File: src/rtl/dffa_arbiter.sv
// Controller sharing one load-enabled dffa register among four requesters.
// Define DFFA_ARB_RR_EN for round-robin selection; otherwise fixed priority (req[0] highest).
`timescale 1ns/1ps

module dffa_arbiter #(
  parameter int unsigned WIDTH = 4
) (
  input  logic               clk,
  input  logic               clr,
  input  logic [3:0]         req,
  input  logic [4*WIDTH-1:0] din,
  output logic [3:0]         gnt,
  output logic [3:0]         ack,
  output logic               load,
  output logic [WIDTH-1:0]   da,
  output logic               busy
);

  typedef enum logic [1:0] {
    IDLE = 2'd0,
    LOAD = 2'd1,
    DONE = 2'd2
  } state_t;

  state_t           state;
  logic [1:0]       win;
  logic [3:0]       win_oh;
  logic [WIDTH-1:0] win_data;

`ifdef DFFA_ARB_RR_EN
  logic [1:0] ptr;
  logic [1:0] idx;

  // Search upward from ptr; descending loop leaves the nearest set bit as winner.
  always_comb begin
    win = 2'd0;
    idx = 2'd0;
    for (int k = 3; k >= 0; k--) begin
      idx = ptr + 2'(k);
      if (req[idx]) win = idx;
    end
  end
`else
  // Fixed priority: lowest index wins.
  always_comb begin
    win = 2'd0;
    for (int k = 3; k >= 0; k--) begin
      if (req[k]) win = 2'(k);
    end
  end
`endif

  always_comb begin
    win_oh   = 4'b0001 << win;
    win_data = din[int'(win)*WIDTH +: WIDTH];
  end

  // Single-process FSM; strobes default low and are raised only on the grant edge.
  always_ff @(posedge clk or posedge clr) begin
    if (clr) begin
      state <= IDLE;
      gnt   <= 4'b0000;
      ack   <= 4'b0000;
      load  <= 1'b0;
      da    <= '0;
      busy  <= 1'b0;
`ifdef DFFA_ARB_RR_EN
      ptr   <= 2'd0;
`endif
    end else begin
      gnt  <= 4'b0000;
      ack  <= 4'b0000;
      load <= 1'b0;
      busy <= 1'b0;
      case (state)
        IDLE: begin
          if (|req) begin
            state <= LOAD;
            gnt   <= win_oh;
            ack   <= win_oh;
            load  <= 1'b1;
            da    <= win_data;
            busy  <= 1'b1;
`ifdef DFFA_ARB_RR_EN
            ptr   <= win + 2'd1;
`endif
          end
        end
        LOAD: begin
          state <= DONE;
          busy  <= 1'b1;
        end
        DONE: begin
          state <= IDLE;
        end
        default: begin
          state <= IDLE;
        end
      endcase
    end
  end

endmodule

File: config.mk
export PLATFORM = sky130hd
export DESIGN_NAME = dffa_arbiter
export DESIGN_NICKNAME = d
export VERILOG_FILES = /design/src/rtl/dffa_arbiter.sv
export SDC_FILE = /design/constraint.sdc
export NUM_CORES = 1
export LEC_CHECK = 0
export ABC_CLOCK_PERIOD_IN_PS = 1100
export CORE_UTILIZATION = 34
export DETAILED_ROUTE_END_ITERATION = 10
export GPL_TIMING_DRIVEN = 0
export PLACE_DENSITY = 0.75
export SETUP_SLACK_MARGIN = 0.3
export SYNTH_ARGS = -nofsm -noshare
export SYNTH_HDL_FRONTEND = slang
export SYNTH_SLANG_ARGS = --single-unit
File: constraint.sdc
create_clock -name clk -period 1.1 [get_ports clk]
set_input_delay 0.22 -clock clk [delete_from_list [all_inputs] [get_ports clk]]
set_output_delay 0.22 -clock clk [all_outputs]
set_load 0.01 [all_outputs]
==> results.yml <==
status:
  status: "finished, violations left"
  violations: "negative setup slack"
setup_path:
  cp_slowest_cell: "or4_4"
  worstSetupPathType: "in2reg"
  start_kind: "input port"
  crit_path_max_fanout: 5
  endpoint_kind: "flip-flop"
  worstPathRequired_ps: 1290
  cp_num_buf_inv: 3
  critical_path_arrival_ps: 1370
  cpMostUsedCell: "buf_6"
  worstPathCellList: "buf_8 > or4_4 > buf_6 > and2_4 > buf_6 > a31oi_1"
  cpPeakStageDelay_ps: 520
  crit_family: "simple AND/OR/NAND/NOR gates"
clock_tree:
  htreeDepth: 1
  numCtsBuffers: 3
  cts_sinks: 12
  cts_hold_buf: 0
  clk_latency_ps: 270
  cts_tree: "done"
  cts_buffer_depth: 2
  root_buffer: "clkbuf_4"
  clkTransAtPathRegs_ps: 70
power:
  clockPowerShare_pct: 16.6
  p_leak_uw: 0.000553
  internal_power_uw: 1400
  ir_drop_mv: 0.782
  p_seq_share_pct: 35.6
  p_sw_share_pct: 33.4
  switchingPower_uw: 704
  pwr_density_cell_mw_per_mm2: 1810
  combPwrFrac_pct: 47.8
route:
  drcViolationCount: 0
  routedWlPerCell_um: 11.3
  firstDrtPassIters: 4
  vias: 669
  finalWirelength_um: 1600
  drtAntennaViolNets: 0
  via_per_inst: 4.74
  first_iter_violations: 4
synth:
  netlist.area_leader.share_pct: 45.5
  synthDistinctLibCells: 19
  synth.net_count: 92
  syn_area_um2: 659
  synth_area_leader_cell: "dfrtp_1"
  yosysSeqAreaShare_pct: 45.5
  ys_warn_count: 0
  synth.avg_cell_area_um2: 9.42
  synth_area_leaders: "dfrtp_1 46%, and3b_1 6.6%, a21oi_1 6.1%"
  synth_seq_cells: 12
  syn_inst: 70
global_route:
  track_usage_pct: 16.5
  grt_max_degree: 13
  antenna_found_initial: 0
  grt_pass1_vias: 588
  gr-total-overflow: 0
  grt_first_pass_wirelength_um: 2460
die:
  core-area_mm2: 0.00176
  dieHeight_um: 46.0
  fp.dieW_um: 46.0
  io_pins: 36
  initial_core_util_pct: 37.4
  die_area_mm2: 0.00212
  rows: 15
timing:
  rsz0062_at_grt: "yes"
  setup_ws_ps: -82.4
  fin_skew_ps: 0.489
  slew_violations: 0
  fin_setup_tns_ps: -275
  fin_crit_ps: 1180
  tightest_slew_ps: 436
  setup_viol: 6
  maxSlewHeadroom_pct: 70.9
  period_share_pct: 107
  hold_viol: 0
  fmaxAchievable_ghz: 0.846
layout:
  stdcell_area_mm2: 0.00116
  area_growth_pct: 76.5
  fillers: 156
  antennaDiodeCount: 0
  drive_gt1_share_pct: 39.7
  utilization_pct: 66.0
  final_common_cell: "clkdlybuf4s50_1"
  fin_nets: 139
  final_cell_mix: "17 x clkdlybuf4s50_1, 11 x buf_6, 11 x dfrtp_1, 11 x buf_2, 8 x buf_4"
place:
  hpwl_um: 1190
  gp_congestion: 0.714
  placed_area_mm2: 0.00106
  portBuffers: 35
job:
  cap_violations: 0
hold_path:
  min_path_type: "in2async"
-- Yosys cell counts, drive strengths merged --
cell    count
clkbuf      2
buf         6
inv         5
nor2b       5
and3        1
nor3        1
nand3b      4
o21ai       4
and2        4
a31oi       4
dfrtp      12
a22o        4
and3b       5
nor2        4
a21oi       8
or4         1
-- timing repair --
item,CTS,global route
pin swaps,6,7
hold endpoints to repair,0,0
resized for setup,89,5
buffers inserted,3,4
setup endpoints to repair,25,25
-- final cells by class --
type                            instances  area (um^2)  area share (%)
Multi-Input combinational cell         45          342            29.4
Tap cell                               25         31.3            2.69
Clock buffer                            4         36.3            3.12
Buffer                                  8         77.6            6.67
Timing Repair Buffer                   42          357            30.6
Sequential cell                        12          302            25.9
Inverter                                5         18.8            1.61
-- path summary, 6_finish.rpt --
kind / to / startpoint / slack (ps) / cells past startpoint
max: da[2] / req[0] / -80 / 6
min in group clk: ack[2] / req[2] / 250 / 2
min: da[1] / clr / 240 / 2
min reg2reg: busy / state[1] / 550 / 1
max in group asynchronous: state[1] / clr / 530 / 2
max reg2reg: da[2] / state[0] / -50 / 4
-- flip-flops by register name, summed over array words and instances, names as in the netlist --
signal,flops
load,1
da,4
ack,4
busy,1
state,2
-- worst register-to-register path, delay by kind of cell, from the launching register on --
| kind | cells | cell delay (ps) |
|---|---|---|
| buffers and inverters | 1 | 110 |
| DFF | 1 | 460 |
| AOI/OAI and AO/OA | 1 | 80 |
| and+or+nand+nor | 2 | 390 |
-- metrics by stage --
| stage | setup WS [ps] | power [uW] | hold WS (ps) | instances |
|---|---|---|---|---|
| finish | -82.4 | 2110 | 243 | 141 |
| global route | -92.2 | 2240 | 239 | 141 |
| CTS | -90.4 | 1920 | 253 | 137 |
| detailed placement | -802 | 1590 | 506 | 130 |
| global placement | -780 | 1560 | 504 | 130 |
| floorplan | -207 | 1140 | 84.7 | 70 |
-- routing by layer --
| metal | routed length (um) | share of wire, % | global-route usage, % | vias to the layer above |
|---|---|---|---|---|
| li1 | - | - | - | 334 |
| met1 | 651 | 41 | 20.0 | 303 |
| met2 | 821 | 51 | 27.3 | 30 |
| met3 | 118 | 7.4 | 5.16 | 2 |
| met4 | 6 | 0.38 | 5.29 | 0 |
| met5 | 0 | 0 | 0 | - |
-- cells by family (layout without fill, tap and decap cells) --
group	after synthesis	count (layout)	share of synthesized area, %
AOI/OAI and AO/OA	20	20	18.2
buffers and inverters	13	59	11.0
and+or+nand+nor	25	25	25.2
DFF	12	12	45.5
-- power groups by stage --
stage | sequential [uW] | clock [uW] | combinational (uW)
final | 751 | 350 | 1010
after floorplan | 768 | 0 | 367
after CTS | 735 | 356 | 829
after global placement | 707 | 0 | 856
after detailed placement | 716 | 0 | 876
after global routing | 769 | 386 | 1080
Note: power is estimated with default switching activity, not from simulation.
